### src/rtl/mul_share_arbiter.sv
// -----------------------------------------------------------------------------
// mul_share_arbiter
//
// Time-shares one external combinational WIDTH x WIDTH multiplier among NREQ
// requesters. A round-robin arbiter picks one pending request in IDLE. It
// registers that requester's operands and approx-select onto the multiplier
// inputs, then waits MUL_WAIT cycles for the multiplier path to settle. It
// then captures the product and offers it, tagged with the requester index,
// on a valid/ready response channel.
//
// Ports:
//   clk         rising-edge clock
//   resetn      asynchronous active-low reset
//   req_valid   per-requester request valid                  [NREQ]
//   req_ready   per-requester grant, one-hot or zero, IDLE   [NREQ]
//   req_a       flattened operand A, requester i at [i*WIDTH +: WIDTH]
//   req_b       flattened operand B, same packing
//   cfg_approx  per-requester approx select (1 = approximate cells)
//   mul_a       registered operand A to the shared multiplier
//   mul_b       registered operand B to the shared multiplier
//   mul_approx  registered approx select to the shared multiplier
//   mul_p       product returned by the shared multiplier   [2*WIDTH]
//   rsp_valid   response valid
//   rsp_ready   response accept
//   rsp_id      requester index of the response
//   rsp_data    captured product
//   busy        high whenever the FSM is not in IDLE
//   op_count    completed responses, saturating at 16'hFFFF
// -----------------------------------------------------------------------------
module mul_share_arbiter #(
   parameter  int NREQ     = 4,
   parameter  int WIDTH    = 6,
   parameter  int MUL_WAIT = 2,
   localparam int IDW      = (NREQ > 1) ? $clog2(NREQ) : 1,
   localparam int PW       = 2 * WIDTH
) (
   input  logic                  clk,
   input  logic                  resetn,
   input  logic [NREQ-1:0]       req_valid,
   output logic [NREQ-1:0]       req_ready,
   input  logic [NREQ*WIDTH-1:0] req_a,
   input  logic [NREQ*WIDTH-1:0] req_b,
   input  logic [NREQ-1:0]       cfg_approx,
   output logic [WIDTH-1:0]      mul_a,
   output logic [WIDTH-1:0]      mul_b,
   output logic                  mul_approx,
   input  logic [PW-1:0]         mul_p,
   output logic                  rsp_valid,
   input  logic                  rsp_ready,
   output logic [IDW-1:0]        rsp_id,
   output logic [PW-1:0]         rsp_data,
   output logic                  busy,
   output logic [15:0]           op_count
);

   typedef enum logic [1:0] {
      S_IDLE = 2'd0,
      S_WAIT = 2'd1,
      S_RESP = 2'd2
   } state_t;

   localparam logic [IDW-1:0] LAST_ID  = IDW'(NREQ - 1);
   localparam logic [IDW:0]   NREQ_EXT = (IDW + 1)'(NREQ);
   localparam logic [3:0]     WAIT_LD  = 4'(MUL_WAIT);

   // --------------------------------------------------------------------------
   // State registers
   // --------------------------------------------------------------------------
   state_t           state_q,      state_d;
   logic [IDW-1:0]   ptr_q,        ptr_d;
   logic [3:0]       cnt_q,        cnt_d;
   logic [WIDTH-1:0] mul_a_q,      mul_a_d;
   logic [WIDTH-1:0] mul_b_q,      mul_b_d;
   logic             mul_approx_q, mul_approx_d;
   logic             rsp_valid_q,  rsp_valid_d;
   logic [IDW-1:0]   rsp_id_q,     rsp_id_d;
   logic [PW-1:0]    rsp_data_q,   rsp_data_d;
   logic [15:0]      op_count_q,   op_count_d;

   // Arbitration result
   logic             grant_found;
   logic [IDW-1:0]   grant_idx;

   // --------------------------------------------------------------------------
   // Round-robin winner: first valid requester scanning ptr, ptr+1, ...
   // Candidate index is ptr+k folded once into 0..NREQ-1; both terms are
   // below NREQ, so a single conditional subtract is sufficient.
   // --------------------------------------------------------------------------
   always_comb begin
      // NOTE: every variable written in a combinational block gets a default
      // first, so no path leaves it unassigned and no latch is inferred.
      grant_found = 1'b0;
      grant_idx   = '0;
      for (int k = 0; k < NREQ; k++) begin
         logic [IDW:0]   sum;
         logic [IDW-1:0] cand;
         sum = {1'b0, ptr_q} + (IDW + 1)'(k);
         if (sum >= NREQ_EXT) begin
            sum = sum - NREQ_EXT;
         end
         cand = sum[IDW-1:0];
         if (!grant_found && req_valid[cand]) begin
            grant_found = 1'b1;
            grant_idx   = cand;
         end
      end
   end

   // Grant is offered only in IDLE. It is also gated by resetn so that
   // req_ready reads zero for the whole time reset is asserted, even though
   // the FSM already sits in IDLE then.
   always_comb begin
      req_ready = '0;
      if (resetn && (state_q == S_IDLE) && grant_found) begin
         req_ready[grant_idx] = 1'b1;
      end
   end

   // --------------------------------------------------------------------------
   // Next-state and datapath logic
   // --------------------------------------------------------------------------
   always_comb begin
      state_d      = state_q;
      ptr_d        = ptr_q;
      cnt_d        = cnt_q;
      mul_a_d      = mul_a_q;
      mul_b_d      = mul_b_q;
      mul_approx_d = mul_approx_q;
      rsp_valid_d  = rsp_valid_q;
      rsp_id_d     = rsp_id_q;
      rsp_data_d   = rsp_data_q;
      op_count_d   = op_count_q;

      unique case (state_q)
         S_IDLE: begin
            // A raised req_ready always coincides with req_valid of the
            // winner, so finding a winner in IDLE is the accept condition.
            if (grant_found) begin
               mul_a_d      = req_a[grant_idx*WIDTH +: WIDTH];
               mul_b_d      = req_b[grant_idx*WIDTH +: WIDTH];
               mul_approx_d = cfg_approx[grant_idx];
               rsp_id_d     = grant_idx;
               cnt_d        = WAIT_LD;
               state_d      = S_WAIT;
            end
         end

         S_WAIT: begin
            // Operands stay frozen; the product is sampled on the edge where
            // the counter is 1, i.e. MUL_WAIT edges after the accept edge.
            if (cnt_q == 4'd1) begin
               rsp_data_d  = mul_p;
               rsp_valid_d = 1'b1;
               state_d     = S_RESP;
            end else begin
               cnt_d = cnt_q - 4'd1;
            end
         end

         S_RESP: begin
            if (rsp_ready) begin
               rsp_valid_d = 1'b0;
               ptr_d       = (rsp_id_q == LAST_ID) ? '0 : rsp_id_q + 1'b1;
               if (op_count_q != 16'hFFFF) begin
                  op_count_d = op_count_q + 16'd1;
               end
               state_d = S_IDLE;
            end
         end

         default: begin
            state_d = S_IDLE;
         end
      endcase
   end

   // --------------------------------------------------------------------------
   // Registers. Asynchronous reset aborts any transaction in flight.
   // --------------------------------------------------------------------------
   always_ff @(posedge clk or negedge resetn) begin
      // NOTE: sequential state uses non-blocking assignments so every
      // register samples pre-edge values, independent of statement order.
      if (!resetn) begin
         state_q      <= S_IDLE;
         ptr_q        <= '0;
         cnt_q        <= '0;
         mul_a_q      <= '0;
         mul_b_q      <= '0;
         mul_approx_q <= 1'b0;
         rsp_valid_q  <= 1'b0;
         rsp_id_q     <= '0;
         rsp_data_q   <= '0;
         op_count_q   <= '0;
      end else begin
         state_q      <= state_d;
         ptr_q        <= ptr_d;
         cnt_q        <= cnt_d;
         mul_a_q      <= mul_a_d;
         mul_b_q      <= mul_b_d;
         mul_approx_q <= mul_approx_d;
         rsp_valid_q  <= rsp_valid_d;
         rsp_id_q     <= rsp_id_d;
         rsp_data_q   <= rsp_data_d;
         op_count_q   <= op_count_d;
      end
   end

   // --------------------------------------------------------------------------
   // Outputs
   // --------------------------------------------------------------------------
   assign mul_a      = mul_a_q;
   assign mul_b      = mul_b_q;
   assign mul_approx = mul_approx_q;
   assign rsp_valid  = rsp_valid_q;
   assign rsp_id     = rsp_id_q;
   assign rsp_data   = rsp_data_q;
   assign busy       = (state_q != S_IDLE);
   assign op_count   = op_count_q;

endmodule

### config.mk
export PLATFORM = sky130hd
export DESIGN_NAME = mul_share_arbiter
export DESIGN_NICKNAME = d
export VERILOG_FILES = /design/src/rtl/mul_share_arbiter.sv
export SDC_FILE = /design/constraint.sdc
export NUM_CORES = 1
export LEC_CHECK = 0
export CORE_MARGIN = 3
export CORE_UTILIZATION = 46
export DETAILED_ROUTE_END_ITERATION = 10
export GPL_TIMING_DRIVEN = 1
export PLACE_DENSITY = 0.86
export SYNTH_ARGS = -nofsm -noshare
export SYNTH_HDL_FRONTEND = slang
export SYNTH_SLANG_ARGS = --single-unit
### constraint.sdc
create_clock -name clk -period 3.71 [get_ports clk]
set_input_delay 0.5565 -clock clk [delete_from_list [all_inputs] [get_ports clk]]
set_output_delay 0.5565 -clock clk [all_outputs]
set_load 0.05 [all_outputs]
==> results.json, run 1 <==
{
  "ff2ff_setup_slack_ns": 1.46,
  "cts_resized": 0,
  "via_per_inst": 5.32,
  "syn_inst": 255,
  "cts.path.max_buffers": 2,
  "die_width_microns": 84.2,
  "hold_viol_final": 0,
  "io_buffers": 119,
  "post-synth-top-count-cell": "dfrtp_1",
  "hold_path_class": "in2async",
  "first_iter_violations": 130,
  "yosysTopAreaCellShare": 0.463,
  "postCtsHoldBufs": 0,
  "fin_tns_setup_ns": 0,
  "cp_max_fo": 16,
  "hold_slack_ns": 0.386,
  "grt_pass1_vias": 2498,
  "drc": 0,
  "cts_buffers": 5,
  "ys_seq_area_frac": 0.463,
  "ys.flop_type": "dfrtp_1",
  "power_leakage_nw": 1.75,
  "rsz0062_at_grt": "no",
  "area_growth_pct": 47.2,
  "clkTransAtPathRegs_ns": 0.09,
  "core_area_sq_um": 5710,
  "totalWireLength_mm": 7.41,
  "tightest_slew_ns": 0.658,
  "avgSynthCellArea_sq_um": 11.0,
  "fin_nets": 448,
  "crit_start": "req_valid[2]",
  "clock_sinks": 52,
  "first_pass_iters": 4,
  "start_util": 0.492,
  "cts_root_buf": "clkbuf_8",
  "fin_crit_sh": 0.838,
  "synth_area_leaders": "dfrtp_1 46%, mux2_2 5.6%, mux2i_1 4.6%",
  "synth_common_cells": "52 x dfrtp_1, 24 x nor2_1, 19 x nand2_1",
  "cts_setup_buffers": 0,
  "yosysTopAreaCell": "dfrtp_1",
  "rows": 27,
  "drv_slew": 0,
  "n_antenna_cell": 0,
  "die_y_microns": 84.2,
  "dieArea_sq_um": 7080,
  "path_class": "in2out",
  "clock_skew_ns": 0.00386,
  "endpoint": "req_ready[1]",
  "cap_violations": 0,
  "grt_overflow": 0,
  "vias": 2371,
  "synth_edf_count": 0,
  "r2r_start": "ptr_q[1]",
  "crit_path_start_kind": "input pin",
  "avgRoutedWirePerCell_microns": 16.6,
  "synthesis.nets": 330,
  "cp.arrival_ns": 2.55,
  "gp_congestion": 0.850,
  "crit_required_ns": 3.15,
  "worstPathCellList": "clkdlybuf4s50_1 -> or4_4 -> and2_1 -> nand2_1 -> nor3_1 -> buf_12",
  "fin_util": 0.724,
  "vdd_drop_max_mv": 0.433,
  "grt_first_pass_wirelength_mm": 12.0,
  "end_kind": "output port",
  "hpwl_mm": 5.74,
  "fmax_ghz": 0.322,
  "outcome": "finished clean",
  "worstSkewPairLatency_ns": 0.30,
  "track_usage": 0.208,
  "post-route-min-period_ns": 3.11,
  "cts.htree.levels": 2,
  "ant_nets": 0,
  "async_reset_ff_frac": 1.00,
  "antenna_found_initial": 0,
  "max_slew_margin": 0.561,
  "drive_gt1_frac": 0.134,
  "syn_area_sq_um": 2810,
  "grt_max_degree": 53,
  "crit_path_max_incr_delay_ns": 0.55,
  "ios": 120,
  "setup_viol": 0,
  "reg2reg_to": "mul_a[0]",
  "ff2ff_path_depth": 6,
  "yosysUniqueCellTypes": 44,
  "critPathSlowestCell": "clkdlybuf4s50_1",
  "ys_seq_elements": 52,
  "yosysWarnings": 0,
  "cts_tree": "done",
  "powerDensity_nw_per_um2": 722
}
-- power by group --
part	switching [mW]	internal (mW)	total (mW)	leakage, nW
clock	0.187	0.204	0.391	0.0558
combinational	1.06	0.635	1.69	1.06
sequential	0.134	0.768	0.902	0.637
-- stage by stage --
stage	setup WS (ns)	cell area [sq um]	power, mW	instances
finish	0.602	4140	2.99	446
global route	0.452	4140	3.14	446
global placement	0.647	4020	2.57	438
floorplan	0.805	2810	2.07	255
CTS	0.593	4140	3.01	446
detailed placement	0.593	4020	2.61	438
-- placed cells by master, fill, tap and decap left out, types with 5 or more instances in the layout --
cell type / Yosys / layout
nor2_1: 24 / 24
dfrtp_1: 52 / 52
a221oi_1: 12 / 12
buf_4: 2 / 5
nand2_1: 19 / 19
xor2_1: 7 / 7
mux2i_1: 13 / 13
clkdlybuf4s50_1: 0 / 114
mux2_2: 14 / 14
a211oi_2: 10 / 10
nor3_1: 5 / 5
nand3_1: 6 / 6
xnor2_1: 8 / 8
inv_1: 7 / 7
clkbuf_8: 0 / 5
and2_1: 17 / 17
-- critical path: cells and delay by family --
family,cells,cell delay [ns]
simple gates,4,1.25
buf+inv,2,0.74
-- how the worst min path moves through the flow --
stage	slack (ns)	cells past startpoint	end	from
after global placement	0.46	2	rsp_valid	rsp_valid
after CTS	0.42	2	mul_b[0]	resetn
after detailed placement	0.48	2	rsp_valid	rsp_valid
after floorplan	0.26	0	cnt_q[0]	resetn
final	0.39	2	mul_b[0]	resetn
after global routing	0.44	2	mul_b[1]	resetn
-- layout make-up --
| cell class | count | area [sq um] |
|---|---|---|
| Fill cell | 421 | 1570 |
| Multi-Input combinational cell | 185 | 1380 |
| Sequential cell | 52 | 1300 |
| Timing Repair Buffer | 122 | 1220 |
| Tap cell | 72 | 90.1 |
| Clock buffer | 6 | 72.6 |
| Clock inverter | 2 | 38.8 |
| Inverter | 7 | 26.3 |
-- layer usage --
layer | up-vias | routed length, microns | track usage
met5 | - | 0 | 0
met4 | 0 | 167 | 0.0731
met3 | 12 | 347 | 0.0353
met2 | 63 | 3920 | 0.372
met1 | 1152 | 2980 | 0.251
li1 | 1144 | - | -
-- cell families after synthesis --
| logic type | count (synthesis) | synth area share |
|---|---|---|
| mux | 27 | 0.102 |
| xor+xnor | 15 | 0.0468 |
| fa+ha+maj | 4 | 0.0178 |
| flops | 52 | 0.463 |
| simple gates | 96 | 0.180 |
| buf+inv | 18 | 0.0450 |
| compound gates | 43 | 0.145 |
-- flip-flops by register name, summed over array words and instances (netlist names) --
signal	cells
op_count	16
rsp_data	12
mul_a	6
mul_b	6
cnt_q	4
ptr_q	2
rsp_id	2
state_q	2
mul_approx	1
rsp_valid	1
No activity file was read; power rests on OpenSTA's default activity.
==> run 2: changes to the inputs <==
Settings changed: CORE_UTILIZATION 46 to 43, PLACE_DENSITY 0.86 to 0.81.
Clock period 3.71 ns to 2.95 ns, I/O delays scaled along.
==> results.json, run 2 (same netlist as run 1, synthesis figures left out) <==
{
  "outcome": "finished clean",
  "clock_sinks": 52,
  "clock_skew_ns": 0.00659,
  "end_kind": "output port",
  "grt_overflow": 0,
  "post-route-min-period_ns": 2.49,
  "avgRoutedWirePerCell_microns": 16.8,
  "cts_setup_buffers": 0,
  "totalWireLength_mm": 7.60,
  "track_usage": 0.202,
  "setup_viol": 0,
  "via_per_inst": 5.25,
  "layout_common_cells": "114 x clkdlybuf4s50_1, 52 x dfrtp_1, 24 x nor2_1",
  "hpwl_mm": 5.82,
  "die_y_microns": 86.8,
  "cts_root_buf": "clkbuf_8",
  "grt_pass1_vias": 2461,
  "drc": 0,
  "n_antenna_cell": 0,
  "cts.path.max_buffers": 2,
  "cts_buffers": 5,
  "grt_first_pass_wirelength_mm": 12.0,
  "path_class": "in2out",
  "grt_max_degree": 53,
  "crit_required_ns": 2.51,
  "ios": 120,
  "path_buf_inv": 2,
  "area_growth_pct": 49.1,
  "cts_tree": "done",
  "largest_reg_flops": 16,
  "io_buffers": 119,
  "rows": 28,
  "final_common_cell": "clkdlybuf4s50_1",
  "dieArea_sq_um": 7540,
  "drive_gt1_frac": 0.143,
  "ant_nets": 0,
  "cp.arrival_ns": 2.05,
  "hold_path_class": "in2async",
  "first_iter_violations": 110,
  "postCtsHoldBufs": 0,
  "drv_slew": 0,
  "fmax_ghz": 0.401,
  "clkTransAtPathRegs_ns": 0.09,
  "fin_tns_setup_ns": 0,
  "cts_resized": 0,
  "powerDensity_nw_per_um2": 900,
  "first_pass_iters": 4,
  "gp_congestion": 0.794,
  "core_area_sq_um": 6130,
  "cap_violations": 0,
  "cp_max_fo": 4,
  "vias": 2378,
  "rsz0062_at_grt": "no",
  "worstSkewPairLatency_ns": 0.30,
  "critPathSlowestCell": "clkdlybuf4s50_1",
  "power_leakage_nw": 1.78,
  "crit_path_max_incr_delay_ns": 0.46,
  "max_slew_margin": 0.559,
  "tightest_slew_ns": 0.661,
  "crit_family": "simple AND/OR/NAND/NOR gates",
  "finalPower_mw": 3.77,
  "worstPathCellList": "clkdlybuf4s50_1 -> and2_1 -> o221ai_1 -> nand2_1 -> nor3_1 -> buf_12",
  "cts.htree.levels": 2,
  "die_width_microns": 86.8,
  "fin_crit_sh": 0.846,
  "fin_nets": 452,
  "hold_viol_final": 0,
  "start_util": 0.458,
  "crit_path_start_kind": "input pin",
  "antenna_found_initial": 0,
  "vdd_drop_max_mv": 0.772
}
[run 2: changes by cell type in the layout (fill, tap and decap cells not counted)]
| cell | delta |
|---|---|
| buf_12 | +2 |
| buf_4 | +2 |
| clkinv_2 | +1 |
| inv_6 | -1 |
[run 2: path summary, 6_finish.rpt]
check	start	to	slack [ns]	cells past startpoint
max	req_valid[0]	req_ready[3]	0.46	6
min	resetn	mul_b[3]	0.29	2
max reg2reg	ptr_q[1]	mul_b[1]	1.01	5
min reg2reg	rsp_valid	rsp_valid	0.49	2
max in group asynchronous	resetn	rsp_data[9]	2.24	2
min in group clk	rsp_valid	rsp_valid	0.49	2
[run 2: metrics by stage]
| stage | hold slack (ns) | setup WS, ns | instance area (sq um) | util | std cells |
|---|---|---|---|---|---|
| global route | 0.319 | 0.256 | 4190 | 0.683 | 453 |
| CTS | 0.304 | 0.441 | 4190 | 0.683 | 453 |
| finish | 0.286 | 0.455 | 4190 | 0.683 | 453 |
| global placement | 0.461 | 0.472 | 4080 | 0.666 | 445 |
| detailed placement | 0.474 | 0.449 | 4080 | 0.666 | 445 |
| floorplan | 0.147 | 0.271 | 2810 | - | 255 |
[run 2: layout make-up]
cell class,instances,area (sq um)
clock buffer,6,72.6
clock inverter,2,35.0
fill,465,1940
inverter,7,26.3
multi-input combinational,185,1380
sequential,52,1300
tap,75,93.8
timing repair buffer,126,1280
[run 2: power breakdown]
group / switching [mW] / internal [mW] / leakage [nW]
clock network: 0.232 / 0.252 / 0.0552
logic: 1.33 / 0.824 / 1.09
registers: 0.162 / 0.966 / 0.637
[run 2: metal layers]
layer	wire length, microns	vias to the layer above	track usage
met5	0	-	0
met4	97	0	0.0467
met3	329	11	0.0333
met2	4100	59	0.373
met1	3070	1152	0.243
li1	-	1156	-
